$ cat src/rtl/pulse_meas.sv
// pulse_meas: measures the width of a high or low pulse, in clk_i cycles,
// from the one-cycle edge strobes of an upstream edge detector, and hands the
// result to a consumer over a valid/ready handshake.
//
// Optional feature macro: PULSE_MEAS_GLITCH_EN
//   When defined, pulses shorter than MIN_WIDTH cycles are discarded and
//   reported on filt_o. When undefined, filt_o is tied low and every
//   completed pulse produces a result.
//
// Ports:
//   clk_i    rising-edge clock
//   rst_i    synchronous active-high reset
//   en_i     measurement enable
//   pol_i    1 = measure high pulse (re_i..fe_i), 0 = low pulse (fe_i..re_i)
//   re_i     rising-edge strobe
//   fe_i     falling-edge strobe
//   wid_o    measured width, CNT_WIDTH bits
//   ovf_o    width saturated (qualified by valid_o)
//   valid_o  result available
//   ready_i  consumer accepts the result
//   busy_o   measurement in progress
//   drop_o   one-cycle pulse: start edge ignored while a result is pending
//   filt_o   one-cycle pulse: pulse discarded as a glitch
module pulse_meas #(
  parameter int unsigned CNT_WIDTH = 16,
  parameter int unsigned MIN_WIDTH = 3
) (
  input  logic                 clk_i,
  input  logic                 rst_i,
  input  logic                 en_i,
  input  logic                 pol_i,
  input  logic                 re_i,
  input  logic                 fe_i,
  output logic [CNT_WIDTH-1:0] wid_o,
  output logic                 ovf_o,
  output logic                 valid_o,
  input  logic                 ready_i,
  output logic                 busy_o,
  output logic                 drop_o,
  output logic                 filt_o
);

  typedef enum logic [1:0] {
    S_IDLE = 2'd0,
    S_MEAS = 2'd1,
    S_HOLD = 2'd2
  } state_t;

  localparam logic [CNT_WIDTH-1:0] CNT_MAX = '1;
  localparam logic [CNT_WIDTH-1:0] CNT_ONE = CNT_WIDTH'(1);

  state_t               state_q, state_d;
  logic [CNT_WIDTH-1:0] cnt_q, cnt_d;
  logic                 sat_q, sat_d;
  logic                 pol_q, pol_d;
  logic [CNT_WIDTH-1:0] wid_q, wid_d;
  logic                 ovf_q, ovf_d;
  logic                 drop_q, drop_d;
  logic                 filt_q, filt_d;

  // Simultaneous strobes are contradictory, so both are discarded.
  logic re_v_c, fe_v_c, start_c, end_c;
  assign re_v_c  = re_i & ~fe_i;
  assign fe_v_c  = fe_i & ~re_i;
  // Start follows the live polarity; end follows the polarity latched at start.
  assign start_c = en_i & (pol_i ? re_v_c : fe_v_c);
  assign end_c   = pol_q ? fe_v_c : re_v_c;

`ifndef PULSE_MEAS_GLITCH_EN
  // MIN_WIDTH only matters when glitch filtering is built in.
  if (MIN_WIDTH > 0) begin : g_min_width_unused
  end
`endif

  // State and datapath registers.
  always_ff @(posedge clk_i) begin
    if (rst_i) begin
      state_q <= S_IDLE;
      cnt_q   <= '0;
      sat_q   <= 1'b0;
      pol_q   <= 1'b0;
      wid_q   <= '0;
      ovf_q   <= 1'b0;
      drop_q  <= 1'b0;
      filt_q  <= 1'b0;
    end else begin
      state_q <= state_d;
      cnt_q   <= cnt_d;
      sat_q   <= sat_d;
      pol_q   <= pol_d;
      wid_q   <= wid_d;
      ovf_q   <= ovf_d;
      drop_q  <= drop_d;
      filt_q  <= filt_d;
    end
  end

  // Next-state and datapath logic.
  always_comb begin
    state_d = state_q;
    cnt_d   = cnt_q;
    sat_d   = sat_q;
    pol_d   = pol_q;
    wid_d   = wid_q;
    ovf_d   = ovf_q;
    drop_d  = 1'b0;
    filt_d  = 1'b0;
    case (state_q)
      S_IDLE: begin
        if (start_c) begin
          state_d = S_MEAS;
          cnt_d   = CNT_ONE;
          sat_d   = 1'b0;
          pol_d   = pol_i;
        end
      end
      S_MEAS: begin
        if (!en_i) begin
          state_d = S_IDLE;
          cnt_d   = '0;
          sat_d   = 1'b0;
        end else if (end_c) begin
          cnt_d = '0;
          sat_d = 1'b0;
`ifdef PULSE_MEAS_GLITCH_EN
          if (cnt_q < CNT_WIDTH'(MIN_WIDTH)) begin
            state_d = S_IDLE;
            filt_d  = 1'b1;
          end else begin
            state_d = S_HOLD;
            wid_d   = cnt_q;
            ovf_d   = sat_q;
          end
`else
          state_d = S_HOLD;
          wid_d   = cnt_q;
          ovf_d   = sat_q;
`endif
        end else if (cnt_q == CNT_MAX) begin
          // Counter pinned at full scale; remember that it overflowed.
          sat_d = 1'b1;
        end else begin
          cnt_d = cnt_q + CNT_ONE;
        end
      end
      S_HOLD: begin
        if (ready_i) begin
          // Consume and, if a start edge coincides, begin the next pulse.
          if (start_c) begin
            state_d = S_MEAS;
            cnt_d   = CNT_ONE;
            sat_d   = 1'b0;
            pol_d   = pol_i;
          end else begin
            state_d = S_IDLE;
          end
        end else if (start_c) begin
          drop_d = 1'b1;
        end
      end
      default: begin
        state_d = S_IDLE;
        cnt_d   = '0;
        sat_d   = 1'b0;
      end
    endcase
  end

  // Outputs, all taken from registers.
  always_comb begin
    busy_o  = (state_q == S_MEAS);
    valid_o = (state_q == S_HOLD);
    wid_o   = wid_q;
    ovf_o   = ovf_q;
    drop_o  = drop_q;
`ifdef PULSE_MEAS_GLITCH_EN
    filt_o  = filt_q;
`else
    filt_o  = 1'b0;
`endif
  end

`ifndef PULSE_MEAS_GLITCH_EN
  // Glitch register has no consumer in this build.
  logic unused_filt_c;
  assign unused_filt_c = filt_q;
`endif

endmodule

$ cat config.mk
export PLATFORM = sky130hd
export DESIGN_NAME = pulse_meas
export DESIGN_NICKNAME = d
export VERILOG_FILES = /design/src/rtl/pulse_meas.sv
export SDC_FILE = /design/constraint.sdc
export NUM_CORES = 1
export LEC_CHECK = 0
export CAP_MARGIN = 25
export CORE_ASPECT_RATIO = 1.4
export CORE_MARGIN = 5
export CORE_UTILIZATION = 52
export DETAILED_ROUTE_END_ITERATION = 10
export HOLD_SLACK_MARGIN = 0.06
export PLACE_DENSITY = 0.84
export SKIP_LAST_GASP = 1
export SYNTH_ARGS = -nofsm -noshare
export SYNTH_HDL_FRONTEND = slang
export SYNTH_SLANG_ARGS = --single-unit
$ cat constraint.sdc
create_clock -name clk_i -period 2.1 [get_ports clk_i]
set_input_delay 0.42 -clock clk_i [delete_from_list [all_inputs] [get_ports clk_i]]
set_output_delay 0.42 -clock clk_i [all_outputs]
set_load 0.005 [all_outputs]
==> metrics.txt <==
commonest cells after routing, fill and taps aside=nand2_1 (40), dfxtp_1 (38), a21oi_1 (31), clkdlybuf4s50_1 (25), buf_4 (20); 1st-pass router iterations=4; placed insts=295; CTS Sinks=38; Netlist cell types=37; Max Slew Vio Count=0; Largest delay share family, worst path=simple AND/OR/NAND/NOR gates; proportion of layout cells with a drive suffix above 1=13.3%; Max Cap Viol=0; Row Count=25; postcts setup bufs=0; Worst setup SP type=input pin; CTS Hold Bufs=0; per-cell routed wire length=14.1 um; Arrival @ worst endpoint=roughly 2.3 ns; H-tree depth=2; Synth warnings=0; Area after DPL=2170 um^2; 1st-iter DRT viols=63; Post-DP HPWL=about 3.2 mm; share of the yosys chip area belonging to registers=a little over two fifths; Vias/cell=5.74; CP startpoint=fe_i; root buffer cell=clkbuf_8; Clock transition at path regs=0.07 ns; crit-path cells=clkdlybuf4s50_1 -> or3b_4 -> and2_4 -> and4_4 -> or4_1 -> a21oi_2; WL final=approximately 4.3 mm; CP max FO=10; synthesized instance count=222; #FFs+latches synth=38; maximum vdd drop=~0.53 mV; Final ANT Viol Nets=0; r2r startpoint=state_q[0]; vias after detailed routing=1740; WP buf/inv=1; RSZ-0062 raised after global routing=yes; total global routing overflow=0; hold wc startpoint=wid_o[4]; final worst-path cycle share=96.3%; Worst-Margin Slew=0.580 ns; CTS buffer count=5; DRC violations left=0; outcome=finished, final reports clean; syn_nets=230; non-filler cells, final=303; Leak=roughly 0.8 nW; overall power=1.32 mW; Clock Skew=approximately 0.0041 ns; TritonCTS clock tree=yes; die area=4670 um^2; # IOs=28; number of global-route vias before repair=1674; Die W=59.2 um; CP max stage cell=or4_1; Initial Util=a little over half; GPL Wtd Cong=0.932; total core area=3320 um^2; clk buf depth=2; final instance area=around 2300 um^2; element type at the critical path end=flop; Layout Utilization=69.1%; most common cell after layout, fill and taps aside=nand2_1; number of I/O port buffers=26; Post-Syn Area per Cell=between 7 and 8 um^2; GR Util All Layers=about a fifth; fin crit period=2.02 ns; Clk Latency, worst-skew pair=0.30 ns; setup violators final=0; Die Ht=around 79 um; Max-slew headroom=between 60% and 70%; CP Class=input pin to flop; Nets=270; slowest stage delay, CP=0.49 ns; Resized Gates After CTS=0; initial antenna violation count=0; number of diodes=0; largest net degree at the start of global routing=19; hold crit path type=flop to flop; PwrDens=around 580 nW/um^2; first-pass GRT wire length=7.27 mm; Hold Vio Cnt, Final=0; Area Overhead vs Synth=30.0%; CP Data Required Time=2.33 ns; f_max=around 490 MHz; Mapped Area=around 1800 um^2
==> layer usage <==
metal / track usage (%) / wire length (um) / share of wire (%) / vias up
met5: 0 / 0 / 0 / -
met4: 11.6 / 159 / 3.7 / 0
met3: 3.90 / 190 / 4.4 / 14
met2: 33.8 / 2100 / 49 / 52
met1: 22.6 / 1830 / 43 / 795
li1: - / - / - / 879
==> cell usage after synthesis <==
cell	count	area, um^2
a211oi_1	1	7.51
a21boi_0	1	7.51
a21o_1	2	15.0
a21oi_1	32	160
a31oi_1	3	18.8
and2_1	1	6.26
and2_4	1	8.76
and3_1	2	12.5
and3b_1	2	17.5
and4_1	2	17.5
and4_4	1	11.3
buf_1	1	3.75
buf_2	4	20.0
buf_4	1	7.51
buf_6	1	11.3
clkbuf_1	7	26.3
conb_1	1	3.75
dfxtp_1	38	761
ha_1	1	12.5
inv_1	2	7.51
mux2i_1	2	20.0
nand2_1	40	150
nand2b_1	4	25.0
nand3_1	10	50.1
nand3b_1	3	22.5
nand4_1	6	37.5
nand4b_1	2	17.5
nor2_1	12	45.0
nor2b_1	2	12.5
nor3_1	7	35.0
nor3b_1	2	15.0
o21ai_0	6	30.0
o31ai_1	9	67.6
o41ai_1	2	17.5
or3_1	2	12.5
or3b_1	1	8.76
or4_1	8	60.1
==> path summary, 6_finish.rpt <==
check	end	slack, ns	depth (start not counted)
min	wid_o[4]	0.45	2
max	cnt_q[9]	0.08	6
min reg2reg	wid_o[4]	0.45	2
max reg2reg	cnt_q[14]	0.24	6
==> registers in the layout (all words and copies together), names as in the netlist <==
name     flops
cnt_q       16
drop_o       1
ovf_o        1
pol_q        1
sat_q        1
state_q      2
wid_o       16
==> cells by family after synthesis <==
group / Yosys count / synth area share [%]
simple gates: 108 / 32.1
compound gates: 56 / 18.4
flops: 38 / 43.2
buf+inv: 16 / 4.33
mux: 2 / 1.14
fa+ha+maj: 1 / 0.710
other cells: 1 / 0.213
==> through the flow <==
step | setup TNS, ns | hold WS [ns] | setup WS, ns
floorplan | 0 | 0.431 | 0.238
global placement | -2.21 | 0.441 | -0.223
detailed placement | -3.00 | 0.446 | -0.278
finish | 0 | 0.454 | 0.0782
CTS | 0 | 0.456 | 0.0399
global route | -0.0684 | 0.475 | -0.0448
==> cell type report <==
type / count / area, um^2
clock inverter: 3 / 21.3
multi-input combinational: 168 / 951
fill: 288 / 1020
sequential: 38 / 761
inverter: 2 / 7.51
tap: 40 / 50.0
timing repair buffer: 47 / 433
clock buffer: 5 / 68.8
==> worst min-delay path: cells and delay by family, from the launching register on <==
family,cells,cell delay (ns)
AOI/OAI and AO/OA,1,0.05
DFF,1,0.31
and+or+nand+nor,1,0.05
==> report_power, final <==
group	total, mW	switching [mW]	internal (mW)
logic	0.0946	0.0495	0.0452
clock network	0.502	0.269	0.233
registers	0.728	0.00468	0.723
Power figures use the tool's default switching activity.
